### src/rtl/reg_scoreboard.sv
`default_nettype none
// +-----------------------------------------------------------------------+
// | reg_scoreboard: pending-write counters for late-result producers that |
// | raise a decode stall when forwarding cannot cover a source operand.   |
// | Revision: 1.0                                                         |
// +-----------------------------------------------------------------------+
module reg_scoreboard #(
  parameter int NREG  = 32,
  parameter int CNT_W = 2
) (
  input  logic       clk,
  input  logic       reset,
  input  logic       issue_valid,
  input  logic [4:0] issue_dst,
  input  logic       wb_valid,
  input  logic [4:0] wb_dst,
  input  logic       flush,
  input  logic [4:0] rs_d,
  input  logic [4:0] rt_d,
  output logic       stall_d,
  output logic       busy_any,
  output logic       err_overflow,
  output logic       err_underflow
);

  localparam int               SLOTS   = 32;
  localparam logic [CNT_W-1:0] CNT_MAX = '1;
  localparam logic [CNT_W-1:0] CNT_ONE = CNT_W'(1);

  logic [SLOTS-1:0] pend_eff;
  logic [SLOTS-1:0] nonzero;
  logic [SLOTS-1:0] ovf_hit;
  logic [SLOTS-1:0] unf_hit;

  // Slot 0 is the hardwired zero register and never holds a count.
  assign pend_eff[0] = 1'b0;
  assign nonzero[0]  = 1'b0;
  assign ovf_hit[0]  = 1'b0;
  assign unf_hit[0]  = 1'b0;

  genvar r;
  generate
    for (r = 1; r < SLOTS; r++) begin : g_slot
      if (r < NREG) begin : g_live
        logic [CNT_W-1:0] cnt;
        logic             inc;
        logic             dec;

        assign inc = issue_valid && (issue_dst == 5'(r));
        assign dec = wb_valid && (wb_dst == 5'(r));

        always_ff @(posedge clk) begin
          if (reset || flush) begin
            cnt <= '0;
          end else if (inc && !dec) begin
            if (cnt != CNT_MAX) cnt <= cnt + CNT_ONE;
          end else if (dec && !inc) begin
            if (cnt != '0) cnt <= cnt - CNT_ONE;
          end
        end

        // A same-cycle writeback retires one pending write before the consumer reaches E.
        assign pend_eff[r] = (cnt != '0) && !(dec && (cnt == CNT_ONE));
        assign nonzero[r]  = (cnt != '0);
        assign ovf_hit[r]  = inc && !dec && (cnt == CNT_MAX);
        assign unf_hit[r]  = dec && !inc && (cnt == '0);
      end else begin : g_absent
        assign pend_eff[r] = 1'b0;
        assign nonzero[r]  = 1'b0;
        assign ovf_hit[r]  = 1'b0;
        assign unf_hit[r]  = 1'b0;
      end
    end
  endgenerate

  // Error flags are sticky across flush; a flushed cycle cannot raise them.
  always_ff @(posedge clk) begin
    if (reset) begin
      err_overflow  <= 1'b0;
      err_underflow <= 1'b0;
    end else if (!flush) begin
      if (|ovf_hit) err_overflow  <= 1'b1;
      if (|unf_hit) err_underflow <= 1'b1;
    end
  end

  assign stall_d  = !reset && !flush && (pend_eff[rs_d] || pend_eff[rt_d]);
  assign busy_any = !reset && (|nonzero);

endmodule
`default_nettype wire

### config.mk
export PLATFORM = sky130hd
export DESIGN_NAME = reg_scoreboard
export DESIGN_NICKNAME = d
export VERILOG_FILES = /design/src/rtl/reg_scoreboard.sv
export SDC_FILE = /design/constraint.sdc
export NUM_CORES = 1
export LEC_CHECK = 0
export ABC_AREA = 1
export ABC_CLOCK_PERIOD_IN_PS = 5300
export CORE_ASPECT_RATIO = 0.9
export CORE_MARGIN = 2
export CORE_UTILIZATION = 40
export DETAILED_ROUTE_END_ITERATION = 10
export GPL_TIMING_DRIVEN = 0
export PLACE_DENSITY = 0.68
export SYNTH_ARGS = -nofsm -noshare
export SYNTH_HDL_FRONTEND = slang
export SYNTH_SLANG_ARGS = --single-unit
export TNS_END_PERCENT = 1
### constraint.sdc
create_clock -name clk -period 5.3 [get_ports clk]
set_clock_uncertainty 0.15 [all_clocks]
set_input_delay 1.06 -clock clk [delete_from_list [all_inputs] [get_ports clk]]
set_output_delay 1.06 -clock clk [all_outputs]
set_load 0.01 [all_outputs]
==> summary.txt <==
Outcome
  • Outcome: completed

Power
  • Worst vdd ir: 0.216 mV
  • Overall power: 1.21 mW
  • P per Cell Area: 170 mW/mm2
  • Leak: 3.26 nW

Global route
  • GRT Overall Usage: 0.254
  • Vias in the first global route: 5994
  • Total congestion overflow: 0
  • Largest net degree at the start of global routing: 11
  • First-pass GRT wire length: 32000 um
  • Initial antenna violation count: 2

Routing
  • DRC: 0
  • Post-Route WL: 20600 um
  • DR pass1 iterations: 5
  • Wirelength per Cell: 16.6 um
  • Vias/cell: 5.40
  • Antenna viol nets, final: 0
  • Iter 0 DRT Violations: 740
  • Vias: 6710

Clocking
  • Hold Buf Count CTS: 0
  • CTS resizes: 0
  • Clock transition at the registers of the reported paths: 50 ps
  • CTS root buffer: clkbuf_16
  • CTS tree: built
  • Clock Tree Buf Depth: 2
  • Later-pin clock latency in the skew report: 350 ps
  • H-tree Lvls: 3
  • Postcts setup bufs: 0
  • Sink Count: 64
  • Cts bufs inserted: 9

Cells and area
  • Fin cells: 1243
  • Share of cells above drive strength 1: 0.0337
  • Post-layout net count: 1153
  • Synthesis-to-finish area growth: 12.0%
  • Fillers: 1671
  • Reg area: 0.00128 mm2
  • Multi-input gate area: 0.00443 mm2

STA
  • RSZ-0062 raised after global routing: no
  • Fin. Hold Viols: 0
  • Setup TNS: 0 ps
  • Final count of negative-setup-slack endpoints: 0
  • Hold WS: 312 ps
  • Period minus WS final: 4910 ps
  • Worst-Margin Slew: 805 ps
  • Pins Over Slew Limit: 0
  • Post-route clock period utilization: 0.927
  • Slew margin rel.: 0.464
  • Max Freq: 0.204 GHz
  • Worst setup margin: 388 ps

Synth
  • Multiplexer share of the synthesized area: 0
  • Syn Inst Count: 1000
  • Ys Warns: 0
  • Post-synth cell types: 33
  • Post-Syn Area: 0.00636 mm2
  • Ys flop type: dfxtp_1
  • Asr flop ratio synth: 0
  • Top-count cell post-synth: nand2_1
  • Main combinational cell family by area after synthesis: simple AND/OR/NAND/NOR gates
  • Synth top area cells: dfxtp_1 (20%), ha_1 (18%), nand2_1 (12%), nand3_1 (11%), inv_1 (8.6%)
  • Yosys reg bits: 64
  • Post-synth EDFFs: 0
  • Post-synthesis simple-gate area fraction: 0.340
  • Syn Area/Cell: 6.36 um2
  • Post-synth top cells: nand2_1 (198), inv_1 (145), nand3_1 (137)
  • Synth top area share: 0.202
  • Synth Area in Compound Gates: 0.131
  • Post-synthesis sequential area ratio: 0.202
  • Area leader, netlist: dfxtp_1
  • Xor and xnor area share after synthesis: 0.0427
  • Net count after synthesis: 1118
  • Adder-Cell Fraction of Synth Area: 0.183

Floorplan
  • Die extent in x: 137 um
  • Initial Util: 0.410
  • Die Height: 124 um
  • Placeable Area: 0.0155 mm2
  • Rows: 43
  • # IOs: 29
  • Die area: 0.0169 mm2

Placed design
  • PortBufs: 24
  • GP Congestion: 0.974
  • DP Worst Slack: 462 ps
  • DP HPWL: 16300 um
  • # placed instances: 1226

Setup path
  • Setup Crit Path Kind: input pin to primary output
  • Crit-path cells: clkdlybuf4s50_1 -> inv_1 -> nand2_1 -> nor2_1 -> nand3_1 -> nand2_1 -> nor2_1 -> nor2_1 -> nand2_1 -> nand3_1 -> nand2_1 -> nand2_1 -> nand2_1 -> nor2_1 -> nor2_1 -> clkdlybuf4s50_1
  • Crit end category: primary output
  • CP Launch Type: input pin
  • CP max-delay cell: clkdlybuf4s50_1
  • Crit path DAT: 3700 ps
  • Data required, critical path: 4090 ps
  • Worst-path fanout max: 5
  • Cell mode on critical path: nand2_1
  • CP max stage delay: 520 ps

Job
  • Maximum Capacitance Violations: 0

Min path
  • Worst hold path class: flip-flop to flip-flop
[state kept, by name, indices dropped and copies added, names as in the netlist]
name               count
err_overflow           1
g_slot.g_live.cnt     62
err_underflow          1
[cells by family (layout without fill, tap and decap cells)]
group,Yosys count,count (layout)
compound gates,143,143
xor+xnor,31,31
fa+ha+maj,93,93
buf+inv,165,205
flops,64,64
other cells,0,1
simple gates,504,504
[layout make-up]
| class | count | share of cell area |
|---|---|---|
| clock inverters | 4 | 0.00281 |
| clock buffers | 12 | 0.0346 |
| inverters | 148 | 0.0780 |
| diodes | 1 | 0.000352 |
| well taps | 202 | 0.0355 |
| plain buffers | 17 | 0.0127 |
| repair buffers | 24 | 0.0337 |
| flip-flops and latches | 64 | 0.180 |
| multi-input cells | 771 | 0.622 |
[metrics by stage]
step,utilization,instance area (um2)
after floorplan,-,6360
after global placement,0.442,6850
after detailed placement,0.442,6850
after CTS,0.459,7120
after global routing,0.459,7120
final,0.459,7120
[layout by cell type, fill, tap and decap left out, types with 3 or more instances in the layout]
cell / n
o21ai_1: 14
buf_4: 4
xor2_1: 9
clkinv_2: 4
nor4_1: 4
o21ai_0: 44
buf_2: 3
clkbuf_16: 9
nor3_1: 9
nand3_1: 137
o22ai_2: 3
inv_1: 145
nand2_1: 198
inv_2: 3
and2_1: 6
xnor2_1: 22
o31ai_1: 5
clkdlybuf4s50_1: 24
dfxtp_1: 64
nor2_1: 129
a21oi_1: 41
ha_1: 93
clkbuf_1: 11
nand4_1: 13
o22ai_1: 8
a211oi_1: 23
[power breakdown]
| group | switching [mW] | leakage, nW | internal (mW) |
|---|---|---|---|
| Combinational | 0.117 | 2.61 | 0.0515 |
| Clock | 0.225 | 0.136 | 0.326 |
| Sequential | 0.00273 | 0.516 | 0.485 |
| Total | 0.345 | 3.26 | 0.862 |
[worst max-delay path, delay by kind of cell]
kind,cells,cell delay (ps)
and+or+nand+nor,13,1440
buffers and inverters,3,1180
[per-layer routing]
metal / track usage / vias to the layer above / share of wire
met2: 0.384 / 272 / 0.41
met3: 0.0659 / 58 / 0.090
met5: 0 / - / 0.00078
met1: 0.343 / 3030 / 0.46
li1: - / 3348 / -
met4: 0.103 / 2 / 0.038
[worst paths after layout]
path | startpoint | to | slack, ps | cells after the start
max | wb_dst[2] | stall_d | 390 | 16
min | err_underflow$_SDFFE_PP0P_ | err_underflow$_SDFFE_PP0P_ | 310 | 2
max reg2reg | g_slot[28].g_live.cnt[0]$_SDFFE_PN0P_ | err_underflow$_SDFFE_PP0P_ | 3280 | 10
min reg2reg | err_underflow$_SDFFE_PP0P_ | err_underflow$_SDFFE_PP0P_ | 310 | 2
Note: power is estimated with default switching activity, not from simulation.
